--- config.mk ---
export PLATFORM = sky130hd
export DESIGN_NAME = m_axi_wr
export DESIGN_NICKNAME = d
export VERILOG_FILES = /design/src/rtl/m_axi_wr.sv
export SDC_FILE = /design/constraint.sdc
export NUM_CORES = 1
export LEC_CHECK = 0
export CAP_MARGIN = 10
export CORE_UTILIZATION = 38
export DETAILED_ROUTE_END_ITERATION = 12
export PLACE_DENSITY_LB_ADDON = 0.3
export SLEW_MARGIN = 10
export SYNTH_ARGS = -nofsm -noshare
export SYNTH_HDL_FRONTEND = slang
export SYNTH_SLANG_ARGS = --single-unit
--- constraint.sdc ---
create_clock -name clk -period 3.9 [get_ports clk]
set_clock_uncertainty 0.2 [all_clocks]
set_input_delay 0.78 -clock clk [delete_from_list [all_inputs] [get_ports clk]]
set_output_delay 0.78 -clock clk [all_outputs]
set_load 0.02 [all_outputs]
--- src/rtl/m_axi_wr.sv ---
// rtl/m_axi_wr.sv - AXI4 write-burst master (AW, W, B); wr_err output under `M_AXI_WR_BRESP_CHK_EN
module m_axi_wr #(
  parameter int C_M_AXI_ID_WIDTH     = 1,
  parameter int C_M_AXI_ADDR_WIDTH   = 32,
  parameter int C_M_AXI_DATA_WIDTH   = 32,
  parameter int C_M_AXI_AWUSER_WIDTH = 1,
  parameter int C_M_AXI_WUSER_WIDTH  = 1,
  parameter int C_M_AXI_BUSER_WIDTH  = 1
) (
  input  logic                              clk,
  input  logic                              rst,
  input  logic                              wr_start,
  input  logic [C_M_AXI_ADDR_WIDTH-1:0]     wr_addr,
  input  logic [7:0]                        wr_len,
  input  logic [C_M_AXI_DATA_WIDTH-1:0]     wr_data,
  output logic                              wr_req,
  output logic                              wr_done,
  output logic                              wr_busy,
  output logic [C_M_AXI_ID_WIDTH-1:0]       axi_awid,
  output logic [C_M_AXI_ADDR_WIDTH-1:0]     axi_awaddr,
  output logic [7:0]                        axi_awlen,
  output logic [2:0]                        axi_awsize,
  output logic [1:0]                        axi_awburst,
  output logic                              axi_awlock,
  output logic [3:0]                        axi_awcache,
  output logic [2:0]                        axi_awprot,
  output logic [3:0]                        axi_awqos,
  output logic [C_M_AXI_AWUSER_WIDTH-1:0]   axi_awuser,
  output logic                              axi_awvalid,
  input  logic                              axi_awready,
  output logic [C_M_AXI_DATA_WIDTH-1:0]     axi_wdata,
  output logic [C_M_AXI_DATA_WIDTH/8-1:0]   axi_wstrb,
  output logic                              axi_wlast,
  output logic [C_M_AXI_WUSER_WIDTH-1:0]    axi_wuser,
  output logic                              axi_wvalid,
  input  logic                              axi_wready,
  input  logic [C_M_AXI_ID_WIDTH-1:0]       axi_bid,
  input  logic [1:0]                        axi_bresp,
  input  logic [C_M_AXI_BUSER_WIDTH-1:0]    axi_buser,
  input  logic                              axi_bvalid,
`ifdef M_AXI_WR_BRESP_CHK_EN
  output logic                              wr_err,
`endif
  output logic                              axi_bready
);

  localparam logic [2:0] AW_SIZE = 3'($clog2(C_M_AXI_DATA_WIDTH / 8));

  typedef enum logic [1:0] {IDLE, W_ADDR, W_DATA, W_RESP} state_t;

  state_t     state, state_nx;
  logic [7:0] beat_cnt;
  logic       start_ok;
  logic       w_hs;

  assign start_ok = (state == IDLE) && wr_start;
  assign w_hs     = axi_wvalid && axi_wready;

  always_ff @(posedge clk) begin
    if (rst) begin
      state       <= IDLE;
      axi_awaddr  <= '0;
      axi_awlen   <= '0;
      axi_awvalid <= 1'b0;
      beat_cnt    <= '0;
    end else begin
      state <= state_nx;
      if (start_ok) begin
        axi_awaddr  <= wr_addr;
        axi_awlen   <= wr_len - 8'd1;
        axi_awvalid <= 1'b1;
        beat_cnt    <= '0;
      end else begin
        if (axi_awvalid && axi_awready) axi_awvalid <= 1'b0;
        // Hold at awlen on the last beat so a 256-beat burst never wraps to 0.
        if (w_hs && !axi_wlast) beat_cnt <= beat_cnt + 8'd1;
      end
    end
  end

  always_comb begin
    state_nx = state;
    case (state)
      IDLE:    if (wr_start)                state_nx = W_ADDR;
      W_ADDR:  if (axi_awready)             state_nx = W_DATA;
      W_DATA:  if (axi_wready && axi_wlast) state_nx = W_RESP;
      W_RESP:  if (axi_bvalid)              state_nx = IDLE;
      default:                              state_nx = IDLE;
    endcase
  end

  assign axi_awid    = '0;
  assign axi_awsize  = AW_SIZE;
  assign axi_awburst = 2'b01;
  assign axi_awlock  = 1'b0;
  assign axi_awcache = 4'b0010;
  assign axi_awprot  = 3'b000;
  assign axi_awqos   = 4'b0000;
  assign axi_awuser  = '1;
  assign axi_wstrb   = '1;
  assign axi_wuser   = '0;

  assign axi_wvalid  = (state == W_DATA);
  assign axi_wdata   = wr_data;
  assign axi_wlast   = axi_wvalid && (beat_cnt == axi_awlen);
  assign axi_bready  = (state == W_RESP);
  assign wr_req      = w_hs;
  assign wr_done     = axi_bvalid && axi_bready;
  assign wr_busy     = (state != IDLE);

`ifdef M_AXI_WR_BRESP_CHK_EN
  assign wr_err = wr_done && (axi_bresp != 2'b00);
  logic unused_b;
  assign unused_b = ^{axi_bid, axi_buser};
`else
  logic unused_b;
  assign unused_b = ^{axi_bid, axi_buser, axi_bresp};
`endif

endmodule
Word level (Yosys, flattened, before mapping)
Cells that the tools add are included.
Operators by class
  reductions and logical operators: 13
  add/sub/neg operators: 2
  multiplexer cells: 7
  equality and inequality tests: 8
Operators with widths (number)
  $add 8x1->8 const B: 1
  $eq 8x8->1: 1
  $mux 2: 4
  $pmux 2 s4: 1
  $sub 8x1->8 const B: 1
  $logic_and 1x1->1: 7
  $ne 2x2->1 const B: 3
  $eq 2x2->1 const B: 2
  $reduce_and 4->1: 1
  $reduce_bool 2->1: 2
  $eq 2x1->1 const B: 1
  $logic_not 2->1: 1
  $mux 1: 2
  $ne 2x1->1 const B: 1
  $reduce_or 2->1: 1
  $logic_not 1->1: 1
Storage, ports and cells
  register bits after elaboration: 51
  logic and storage cells: 35
  input port bits: 82
  output and inout bits: 103

Longest topological paths before layout
Gate-level depths: netlist of run 1.
  depth after elaboration: 5
  mapped depth: 8
  depth with buffers taken out: 7

Least setup slack after synthesis of run 1
OpenSTA, ideal clock, no wires.
  kind: flip-flop to output port
  start point: register state[0]
  end point: output port axi_wlast
  data arrival time: 1216 ps
  slack: 1704 ps
  data required time: 2920 ps
  stages on the path, launching flop included: 6
  buffers on the path: 1
  cell sequence: dfxtp_1 inv_1 ha_1 nand4_2 nor3_2 buf_6
On the way
  word-level cells in the longest chain between the ends: 2
Ends and longest elaborated chain
  start: declaration: line 51  | state_t state, state_nx;
  start signal: assignment: line 67  | state <= state_nx;
  $eq 2x2->1: line 103  | assign axi_wvalid = (state == W_DATA);
  named net axi_wvalid: line 35  | output logic axi_wvalid,
  $logic_and 1x1->1: line 105  | assign axi_wlast = axi_wvalid && (beat_cnt == axi_awlen);
  end: declaration: line 33  | output logic axi_wlast,
The timed path passes the listed nets, and every way through them passes these cells.

Worst setup path in the final report of run 1
  start point: register state[0]
  end point: output port axi_wlast
On the way
  word-level cells in the longest chain between the ends: 2
Ends and longest elaborated chain (line)
  $eq 2x2->1: 103
  $logic_and 1x1->1: 105
Every way passes these cells.

==> results, run 1 <==
- The final weighted congestion in routability-driven placement is 0.753.
- The mapped netlist covers 2620 um^2.
- For this run, the top clock speed supported by timing is 0.305 GHz.
- A synthesized cell averages 8.03 um^2.
- The final clock period utilization by the worst path is 84.1%.
- After synthesis the netlist holds a flip-flop and latch count of 51.
- The top layer reached by signal wires is met4.
- The number of hold buffers added after CTS is 0.
- The number of global-route vias before repair is 2055.
- The total clock buffers created by CTS is 5.
- After clock tree synthesis, the clock-pin slew on the worst setup and hold paths is 0.09 ns.
- In this run, flip-flops and latches consume 38.1% of the power.
- Setup violations remaining at the end of the flow were counted as 0.
- The final number of hold-violating endpoints was 0.
- The share of power burned in combinational logic is 40.3%.
- In the detailed route, the total length drawn on met3 is 450 um.
- STA classifies the critical path startpoint as a register.
- After synthesis, the cell types taking the most area are sky130_fd_sc_hd__dfxtp_1, sky130_fd_sc_hd__buf_4, sky130_fd_sc_hd__nand2_1.
- Global routing consumed, over all layers together, 16.0% of the routing resources.
- The total number of yosys warnings is 0.
- CTS built an H-tree with a depth of 2.
- Entering global routing, the biggest net connects 49 pins.
- Of all cell types, the one taking the most synthesized area is sky130_fd_sc_hd__dfxtp_1.
- The share of power burned in the clock network is 21.6%.
- The first global-routing pass estimated 9.25 mm of wire.
- The worst supply voltage drop on vdd is 0.214 mV.
- Net switching is 36.6% of the power.
- After detailed routing, the number of vias per cell comes to 4.73.
- The DRC violations left is 0.
- The worst slew margin relative to its limit is 41.4%.
- The CTS tree is done.
- The number of antenna diodes in the final layout is 0.
- The tightest min-delay check is of the register to register type.
- The number of enable flip-flop cells after synthesis is 0.
- The number of buffers added for setup after CTS is 0.
- The routed length on met1 is 2.47 mm.
- In this run the power density over the cells is 517 nW/um^2.
- The final instance count without filler cells is 456.
- Summed over all cells, the static leakage comes to 1.26 nW.
- The clock period minus worst slack is 3.28 ns.
- The fraction of final layout cells with drive strength greater than 1 is 4.22%.
- The HPWL after detailed placement is 4.22 mm.
- At the pin with the least slew margin, the transition time is 0.879 ns.
- The number of iterations in the first detailed-routing pass is 4.
- The number of buffers added on ports is 92.
- Summed over all nets, wire length on met2 after detailed routing comes to 2.74 mm.
- The fraction of synthesized cell area taken by the top area cell type is 39.0%.
- The total net switching power is 0.636 mW.
- Setup repair after global routing left no endpoint under its margin.
- The average detailed-routed wire length per instance is 12.6 um.
- The clock tree root buffer cell is sky130_fd_sc_hd__clkbuf_8.
- The final layout contains 467 nets.
- The critical path is of the register to primary output type.
- From synthesis to final layout, the design area changed by 28.2%.
- The total wirelength of the detailed-routed design is 5.75 mm.
- The number of instances resized during post-cts repair is 0.
- After floorplanning, the core was sized to cover 6490 um^2.
- Once the floorplan was initialized, standard cells occupied 40.3% of the core.
- The floorplan step set the die height to 85.0 um.
- The standard-cell row count is 29.
- The clock network latency to the later pin of the worst-skew pair is 0.30 ns.
- The internal portion of the total power is 1.10 mW.
- The maximum fanout encountered on the critical timing path is 11.
- In the synthesized netlist the dominant register cell turns out to be sky130_fd_sc_hd__dfxtp_1.
- In the final timing run, aggregate negative setup slack is 0 ns.
- The number of clock sinks is 51.
- The maximum clock insertion buffer count is 2.
- Data on the critical path arrives at its endpoint at 2.30 ns.
- Counting tap cells, the placed design contains a total of 448 instances.
- The number of different library cells in the post-synthesis netlist is 38.
- For this run the aggregate overflow at the end of global routing stands at 0.
- The count of max-cap constraint violations is 0.
- The run finished with clean final reports.
- The initial antenna violation count came to 0.
- The number of cells produced by synthesis is 326.
- The count of nets left with antenna violations once routing finished came out at 0.
- Measured along the x axis, the die boundary spans 85.0 um.
- In the synthesized netlist the async set-or-reset flop fraction comes to 0%.
- The floorplan step defined a die boundary enclosing 7230 um^2.
- For this block, the initial DRC count from the detailed router was 60.
- For this block, the via count after detailed routing is 2156.
- The worst setup path is captured at a primary output.
- The number of slew-limit violations in the final report came to 0.
- Of the synthesized area, sequential elements account for 39.0%.
- For the worst setup path, the data required time is 2.92 ns.
- Pin placement for this block handled 185 I/O pins.
flip-flops by register name, summed over array words and instances, names as in the netlist:
signal,count
axi_awaddr,32
axi_awlen,8
beat_cnt,8
state,2
axi_awvalid,1
final timing paths:
kind / startpoint / endpoint / slack, ns / cells past startpoint
worst max-delay path: state[0]$_SDFFE_PP0P_ / axi_wlast / 0.62 / 5
worst min-delay path: axi_awaddr[27]$_SDFFE_PP0P_ / axi_awaddr[27]$_SDFFE_PP0P_ / 0.26 / 2
worst max register to register: state[0]$_SDFFE_PP0P_ / beat_cnt[6]$_SDFFE_PP0P_ / 1.88 / 7
worst min register to register: axi_awaddr[27]$_SDFFE_PP0P_ / axi_awaddr[27]$_SDFFE_PP0P_ / 0.26 / 2
routing by layer:
layer / vias to the layer above / global-route usage [%]
met1: 977 / 19.1
li1: 1092 / -
met4: 0 / 5.39
met3: 12 / 5.64
met2: 75 / 26.6
met5: - / 0
critical path, cell delays in order (launching register included):
cell	delay, ns
sky130_fd_sc_hd__dfxtp_1	0.35
sky130_fd_sc_hd__inv_1	0.11
sky130_fd_sc_hd__ha_1	0.24
sky130_fd_sc_hd__nand4_2	0.14
sky130_fd_sc_hd__nor3_2	0.46
sky130_fd_sc_hd__clkdlybuf4s50_1	0.71
synthesized netlist by cell type (3+ instances only):
cell	n
sky130_fd_sc_hd__a211oi_1	6
sky130_fd_sc_hd__a21oi_1	37
sky130_fd_sc_hd__a311oi_1	3
sky130_fd_sc_hd__and2_1	3
sky130_fd_sc_hd__buf_4	56
sky130_fd_sc_hd__clkbuf_1	10
sky130_fd_sc_hd__dfxtp_1	51
sky130_fd_sc_hd__ha_1	7
sky130_fd_sc_hd__inv_1	8
sky130_fd_sc_hd__nand2_1	72
sky130_fd_sc_hd__nand2b_1	3
sky130_fd_sc_hd__nand3_1	3
sky130_fd_sc_hd__nor2_1	13
sky130_fd_sc_hd__nor3_1	3
sky130_fd_sc_hd__o21ai_0	5
sky130_fd_sc_hd__or3_1	7
sky130_fd_sc_hd__xnor2_1	12
through the flow:
step | instance area (um^2) | setup slack [ns] | hold WS (ns) | utilization (%) | total power [mW]
final | 3360 | 0.622 | 0.256 | 51.7 | 1.74
after global routing | 3360 | 0.444 | 0.278 | 51.7 | 1.85
after CTS | 3360 | 0.631 | 0.259 | 51.7 | 1.76
after detailed placement | 3240 | 0.777 | 0.246 | 49.9 | 1.38
after global placement | 3240 | 0.783 | 0.241 | 49.9 | 1.37
after floorplan | 2700 | 1.70 | 0.270 | - | 1.15
cell usage in the layout (no fill, tap or decap), drive strengths merged, types with 2 or more instances in the layout:
cell type	count
nor2	13
xnor2	12
nand2b	3
nor2b	2
nor3	4
o21ai	5
o31ai	2
conb	24
nand2	72
a211oi	6
nand3	3
mux2i	2
or3	7
nand4	3
dfxtp	51
and2	3
clkdlybuf4s50	91
clkbuf	5
a311oi	3
ha	7
a21oi	37
buf	3
inv	9
power groups by stage:
stage          Sequential, mW  Combinational, mW  Clock, mW
6_report                0.662              0.700      0.376
2_1_floorplan           0.756              0.398          0
5_1_grt                 0.674              0.767      0.410
4_1_cts                 0.662              0.708      0.390
3_3_place_gp            0.671              0.697          0
3_5_place_dp            0.674              0.703          0
logic make-up after synthesis:
group	Yosys count	share of synthesized area, %
other	2	0.287
muxes	2	0.764
xor gates and xnor gates	13	4.35
AOI/OAI and AO/OA	58	13.1
buffers and inverters	79	19.7
and+or+nand+nor	114	19.4
DFF	51	39.0
adders and majority gates	7	3.34
layout make-up:
cell class | instances | area, um^2
clock buffer | 5 | 68.8
inverter | 8 | 30.0
multi-input combinational | 218 | 1160
clock inverter | 3 | 46.3
sequential | 51 | 1020
tap | 77 | 96.3
fill | 624 | 3140
timing repair buffer | 94 | 931
No activity file was read; power rests on OpenSTA's default activity.
==> inputs of run 2 (changes only) <==
--- a/config.mk
+++ b/config.mk
@@ -6,7 +6,7 @@
 export NUM_CORES = 1
 export LEC_CHECK = 0
 export CAP_MARGIN = 10
-export CORE_UTILIZATION = 38
+export CORE_UTILIZATION = 32
 export DETAILED_ROUTE_END_ITERATION = 12
 export PLACE_DENSITY_LB_ADDON = 0.3
 export SLEW_MARGIN = 10
==> constraint.sdc (replaced) <==
create_clock -name clk -period 2.65 [get_ports clk]
set_clock_uncertainty 0.2 [all_clocks]
set_input_delay 0.53 -clock clk [delete_from_list [all_inputs] [get_ports clk]]
set_output_delay 0.53 -clock clk [all_outputs]
set_load 0.02 [all_outputs]
==> run 2 against run 1 <==
  * Clock power increased by 26%
  * Die area increased by 18%
  * Critical path depth decreased by 2
  * First-iteration DRC count increased by 85%
  * Register-to-register slack got worse by 1.3 ns
  * Clock-buffer cell count increased by 1
  * Total power increased by 45%
  * Sequential cell count unchanged
  * Cell count increased by 6.6%
  * Critical path type is now input port to primary output
==> results, run 2 (synthesis gave the netlist of run 1 again) <==
- After layout, the worst path uses 95.4% of the clock period.
- The standard-cell row count is 32 (+10%).
- The worst-case setup margin in the final layout is 0.122 ns (-0.500 ns).
- The net count of the finished layout came to 472 (+1.1%).
- The cell area power density is 734 nW/um^2 (+42%).
- The count of filler cells inserted in the layout is 793 (+27%).
- The global routing usage summed across all routing layers is 14.3% (-1.7 points).
- The first-pass GRT wire length is 9.74 mm (+5.3%).
- The number of global-route vias before repair is 2132 (+3.7%).
- The residual antenna-violating net count after detailed routing came to 0 (unchanged).
- The critical path in this run is classified as input port to primary output.
- The count of max-cap constraint violations was 0 (unchanged).
- The worst supply voltage drop on vdd is 0.305 mV (+42%).
- The clock tree root buffer cell is sky130_fd_sc_hd__clkbuf_8.
- The worst setup path is launched from an input port.
- The number of buffers added on ports came to 92 (unchanged).
- The total negative setup slack is 0 ns (unchanged).
- The final weighted congestion in routability-driven placement is 0.790 (+4.9%).
- The die width was 92.5 um (+8.8%).
- The worst setup timing slack at the placement stage is 0.121 ns (-0.656 ns).
- The data required time at the worst endpoint is 1.92 ns (-1.00 ns).
- The total wirelength of the detailed-routed design is 5.78 mm (+0.50%).
- The flip-flop count of the largest register after layout is 32 (unchanged).
- The nature of the critical path endpoint is a primary output.
- In the layout the commonest cells are sky130_fd_sc_hd__clkdlybuf4s50_1, sky130_fd_sc_hd__nand2_1, sky130_fd_sc_hd__dfxtp_1.
- The largest registers in the layout are axi_awaddr (32), axi_awlen (8), beat_cnt (8).
- The number of iterations in the first detailed-routing pass came to 4 (unchanged).
- The initial antenna violation count is 0 (unchanged).
- The share of the core filled with cells in the final layout is 43.8% (-7.9 points).
- Setup repair after global routing left no endpoint under its margin.
- The overall via count from detail_route is 2186 (+1.4%).
- The type of the worst min-delay path is register to register.
- The HPWL after detailed placement came to 4.38 mm (+3.7%).
- The antenna diode count came to 0 (unchanged).
- The number of buffers added for setup after CTS is 0 (unchanged).
- The layout-stage area growth over the synthesis result is 30.7%.
- The first-iteration detailed-routing DRC count is 111 (+85%).
- axi_awaddr holds more flip-flops than any other register.
- The final-report setup violation count came to 0 (unchanged).
- The average detailed-routed wire length per instance is 11.9 um (-5.7%).
- The run finished with clean final reports.
- The core area came to 7810 um^2 (+20%).
- The total congestion overflow was 0 (unchanged).
- The number of hold buffers added after CTS came to 0 (unchanged).
- The achievable frequency is 0.396 GHz.
- The number of clock sinks is 51 (unchanged).
- The maximum fanout encountered on the critical timing path is 3 (-8).
- The clock network latency to the later pin of the worst-skew pair came to 0.30 ns (about the same).
- The data arrival time at the worst-slack endpoint is 1.80 ns (-0.50 ns).
- The total clock buffers created by CTS came to 5 (unchanged).
- The number of slew-limit violations in the final report is 0 (unchanged).
- The final number of hold-violating endpoints came to 0 (unchanged).
- The total power draw is 2.51 mW (+45%).
- The static leakage power is 1.29 nW (+2.2%).
- The floorplan die area is 8550 um^2 (+18%).
- The DRC violations left is 0 (unchanged).
- The level count of the clock H-tree is 2 (unchanged).
- The pin count of the biggest net entering global routing is 30 (-39%).
- The most common library cell in the layout ignoring fill and taps is sky130_fd_sc_hd__clkdlybuf4s50_1.
- The maximum clock insertion buffer count is 2 (unchanged).
- The fraction of final layout cells with drive strength greater than 1 was 5.47% (+1.2 points).
- TritonCTS built the clock tree.
- The boundary pin count is 185 (unchanged).
- The clock slew seen by the registers of the worst setup and hold paths came to 0.10 ns (about the same).
- The die extent in y is 92.5 um (+8.8%).
- The initial core utilization is 33.5% (-6.8 points).
- Subtracting the final worst setup slack from the clock period gives 2.53 ns.
- The number of vias per cell came to 4.50 (-4.9%).
## run 2: final cells by class
cell class / instances / area, um^2 / share of cell area, %
Timing Repair Buffer: 99 / 980 / 28.6
Clock inverter: 2 / 16.3 / 0.475
Sequential cell: 51 / 1020 / 29.8
Multi-Input combinational cell: 218 / 1160 / 34.0
Tap cell: 102 / 128 / 3.73
Clock buffer: 6 / 82.6 / 2.41
Inverter: 8 / 30.0 / 0.878
## run 2: repair_timing
item | in CTS | in global routing
endpoints found under the setup margin | 1 | 0
resized for setup | 1 | 0
hold endpoints to repair | 0 | 0
## run 2: power breakdown
part | total (mW) | internal [mW] | switching (mW)
clock | 0.474 | 0.214 | 0.261
sequential | 0.973 | 0.890 | 0.0838
combinational | 1.06 | 0.476 | 0.588
## run 2: path summary, 6_finish.rpt
path              cells past startpoint                    endpoint  slack [ns]                       start
setup / recovery                      3                      wr_req        0.12                  axi_wready
hold / removal                        2  axi_awaddr[6]$_SDFFE_PP0P_        0.26  axi_awaddr[6]$_SDFFE_PP0P_
setup reg to reg                      8    beat_cnt[6]$_SDFFE_PP0P_        0.58       state[0]$_SDFFE_PP0P_
hold reg to reg                       2  axi_awaddr[6]$_SDFFE_PP0P_        0.26  axi_awaddr[6]$_SDFFE_PP0P_
## run 2: layer usage
| layer | track usage, % | up-vias | part of all wire (%) |
|---|---|---|---|
| met5 | 0 | - | 0 |
| met4 | 4.95 | 0 | 1.2 |
| met3 | 5.67 | 6 | 9.7 |
| met2 | 23.8 | 88 | 47 |
| met1 | 16.5 | 991 | 42 |
| li1 | - | 1101 | - |
## run 2: critical path, stage by stage
cell	delay [ns]
sky130_fd_sc_hd__clkdlybuf4s50_1	0.51
sky130_fd_sc_hd__and2_1	0.16
sky130_fd_sc_hd__clkdlybuf4s50_1	0.60
## run 2: per-stage QoR
stage          hold slack, ns  cell area (um^2)  std cells
2_1_floorplan           0.270              2700        348
3_3_place_gp            0.241              3320        478
3_5_place_dp            0.247              3320        478
4_1_cts                 0.261              3420        486
5_1_grt                 0.279              3420        486
6_report                0.257              3420        486
==> inputs of run 3 (changes only) <==
--- a/config.mk
+++ b/config.mk
@@ -9,7 +9,7 @@
 export CORE_UTILIZATION = 32
 export DETAILED_ROUTE_END_ITERATION = 12
 export PLACE_DENSITY_LB_ADDON = 0.3
-export SLEW_MARGIN = 10
+export SLEW_MARGIN = 25
 export SYNTH_ARGS = -nofsm -noshare
 export SYNTH_HDL_FRONTEND = slang
 export SYNTH_SLANG_ARGS = --single-unit
==> constraint.sdc (replaced) <==
create_clock -name clk -period 2.31 [get_ports clk]
set_clock_uncertainty 0.2 [all_clocks]
set_input_delay 0.462 -clock clk [delete_from_list [all_inputs] [get_ports clk]]
set_output_delay 0.462 -clock clk [all_outputs]
set_load 0.02 [all_outputs]
==> run 3 against run 2 <==
  * Worst hold slack got worse by 0.00085 ns
  * Largest power group unchanged
  * Die area did not move
  * Non-clock buffer count up 14
  * Critical endpoint is now axi_bready
  * Largest cell class unchanged
==> results, run 3 (synthesis gave the netlist of run 1 again) <==
- The flow ran to the end, and the final reports show no timing, DRC or antenna violations.
- The final-report setup violation count is 0 (unchanged).
- The share of power burned in the clock network came to 20.7% (+1.8 points).
- The total power draw was 2.99 mW (+19%).
- The worst path buffer plus inverter count is 2 (unchanged).
- The total wirelength of the detailed-routed design is 6.01 mm (+3.9%).
- The fraction of power consumed by sequential logic is 37.0% (-1.7 points).
- The first-pass GRT wire length is 9.80 mm (+0.64%).
- The fraction of power spent switching nets is 36.1% (-0.99 points).
- The clock network latency to the later pin of the worst-skew pair was 0.30 ns (about the same).
- The cell sitting at the root of the clock tree is a sky130_fd_sc_hd__clkbuf_8.
- The number of vias per cell is 4.46 (-0.82%).
- Setup repair after global routing left no endpoint under its margin.
- The CTS tree is done.
- The cell area power density was 850 nW/um^2 (+16%).
- The final clock period utilization by the worst path is 96.1%.
- In the layout the commonest cells are sky130_fd_sc_hd__clkdlybuf4s50_1, sky130_fd_sc_hd__nand2_1, sky130_fd_sc_hd__dfxtp_1.
- The initial core utilization is 33.5% (unchanged).
- The total net switching power is 1.08 mW (+16%).
- The initial antenna violation count was 0 (unchanged).
- The boundary pin count is 185 (unchanged).
- The nature of the critical path endpoint is a primary output.
- The final number of hold-violating endpoints is 0 (unchanged).
- The fraction of final layout cells with drive strength greater than 1 is 8.82% (+3.3 points).
- The overall via count from detail_route came to 2226 (+1.8%).
- The antenna diode count came to 0 (unchanged).
- The biggest cell delay along the critical path came to 0.61 ns (about the same).
- The first-iteration detailed-routing DRC count is 65 (-41%).
- The family with the most delay on the worst path is buffers and inverters.
- The level count of the clock H-tree is 2 (unchanged).
- The DRC violations left is 0 (unchanged).
- The number of instances resized during post-cts repair was 5 (+4).
- The total congestion overflow is 0 (unchanged).
- The cell-internal power came to 1.91 mW (+21%).
- The global routing usage summed across all routing layers is 14.4% (+0.094 points).
- The length of routed met2 wiring came to 2.78 mm (+2.8%).
- The final weighted congestion in routability-driven placement is 0.803 (+1.7%).
- The worst hold path belongs to the class register to register.
- The worst setup path is of the register to primary output kind.
- The pin count of the biggest net entering global routing is 30 (unchanged).
- The number of clock sinks is 51 (unchanged).
- The number of buffers added on ports is 92 (unchanged).
- Compared with the post-synthesis result, the final layout area differs by 34.2%.
- The achievable frequency is 0.451 GHz.
- The smallest hold slack is 0.257 ns (-0.000848 ns).
- The net count of the finished layout is 486 (+3.0%).
- The average detailed-routed wire length per instance is 12.0 um (+1.2%).
- The flip-flop count of the largest register after layout is 32 (unchanged).
- The number of global-route vias before repair is 2151 (+0.89%).
- The routed length on met3 is 528 um (-5.9%).
- The routed length on met1 came to 2.62 mm (+7.2%).
- Leaving out fill and tap cells, the most frequent cell in the layout is sky130_fd_sc_hd__clkdlybuf4s50_1.
- The top layer reached by signal wires is met4.
- The data arrival time at the worst-slack endpoint came to 1.56 ns (-0.24 ns).
- The number of iterations in the first detailed-routing pass was 4 (unchanged).
- The number of buffers added for setup after CTS is 0 (unchanged).
- Ranked by flip-flop count, first place goes to axi_awaddr.
- The die width is 92.5 um (unchanged).
- The share of power burned in combinational logic was 42.4% (about the same).
- The die extent in y is 92.5 um (unchanged).
- The worst supply voltage drop on vdd is 0.399 mV (+31%).
- Among all stages on the critical path, the largest delay is contributed by sky130_fd_sc_hd__clkdlybuf4s50_1.
- The total clock buffers created by CTS came to 5 (unchanged).
- The static leakage power is 1.37 nW (+6.1%).
- The launching element type of the critical path is a register.
- The share of the core filled with cells in the final layout is 45.0% (+1.2 points).
- The residual antenna-violating net count after detailed routing was 0 (unchanged).
- The core area is 7810 um^2 (unchanged).
- The data required time at the worst endpoint is 1.65 ns (-0.27 ns).
- The HPWL after detailed placement came to 4.50 mm (+2.8%).
- The worst path in the final design needs a cycle of 2.22 ns, including I/O delays and setup.
- The maximum fanout encountered on the critical timing path was 3 (unchanged).
- Traced cell by cell, the critical path runs through buf_4, ha_1, clkdlybuf4s50_1.
- The floorplan die area is 8550 um^2 (unchanged).
- The standard-cell row count was 32 (unchanged).
- The count of max-cap constraint violations is 0 (unchanged).
- The number of slew-limit violations in the final report came to 0 (unchanged).
- The clock slew seen by the registers of the worst setup and hold paths is 0.09 ns (about the same).
- The number of hold buffers added after CTS is 0 (unchanged).
- The maximum clock insertion buffer count is 2 (unchanged).
- The largest registers in the layout are axi_awaddr (32), axi_awlen (8), beat_cnt (8).
run 3: stage by stage:
step | instances | setup TNS (ns) | setup slack [ns] | area (um^2)
2_1_floorplan | 348 | 0 | 0.191 | 2700
5_1_grt | 499 | 0 | 0.00872 | 3510
3_3_place_gp | 492 | -0.0386 | -0.0386 | 3420
3_5_place_dp | 492 | -0.0645 | -0.0645 | 3420
6_report | 499 | 0 | 0.0907 | 3510
4_1_cts | 499 | 0 | 0.0296 | 3520
run 3: final cells by class:
class                   count  area [um^2]
inverters                   8         30.0
clock inverters             2         37.5
well taps                 102          128
flip-flops and latches     51         1020
clock buffers               5         68.8
fillers                   792         4290
repair buffers            113         1060
multi-input cells         218         1160
run 3: power by group through the flow:
| stage | sequential (mW) | clock [mW] | combinational [mW] |
|---|---|---|---|
| 6_report | 1.10 | 0.617 | 1.27 |
| 5_1_grt | 1.12 | 0.674 | 1.40 |
| 4_1_cts | 1.11 | 0.646 | 1.29 |
| 3_5_place_dp | 1.13 | 0 | 1.29 |
| 3_3_place_gp | 1.12 | 0 | 1.29 |
| 2_1_floorplan | 1.28 | 0 | 0.671 |
run 3: worst paths after layout:
| kind | startpoint | end | slack [ns] | cells past startpoint |
|---|---|---|---|---|
| worst min register to register | axi_awaddr[2]$_SDFFE_PP0P_ | axi_awaddr[2]$_SDFFE_PP0P_ | 0.26 | 2 |
| worst max register to register | state[0]$_SDFFE_PP0P_ | beat_cnt[6]$_SDFFE_PP0P_ | 0.24 | 9 |
| worst min-delay path | axi_awaddr[2]$_SDFFE_PP0P_ | axi_awaddr[2]$_SDFFE_PP0P_ | 0.26 | 2 |
| worst max-delay path | state[0]$_SDFFE_PP0P_ | axi_bready | 0.09 | 3 |
run 3: worst register-to-register path, cell delays in order, from the launching register on:
cell	delay (ns)
sky130_fd_sc_hd__dfxtp_1	0.32
sky130_fd_sc_hd__inv_1	0.10
sky130_fd_sc_hd__ha_1	0.20
sky130_fd_sc_hd__buf_4	0.13
sky130_fd_sc_hd__and2_1	0.14
sky130_fd_sc_hd__buf_4	0.12
sky130_fd_sc_hd__and3_1	0.22
sky130_fd_sc_hd__nand4_1	0.12
sky130_fd_sc_hd__or3_1	0.31
sky130_fd_sc_hd__a21oi_1	0.14
run 3: metal layers:
layer / global-route usage [%] / up-vias
met3: 5.09 / 9
met5: 0 / -
met4: 4.82 / 0
met1: 17.5 / 1003
met2: 23.4 / 79
li1: - / 1135
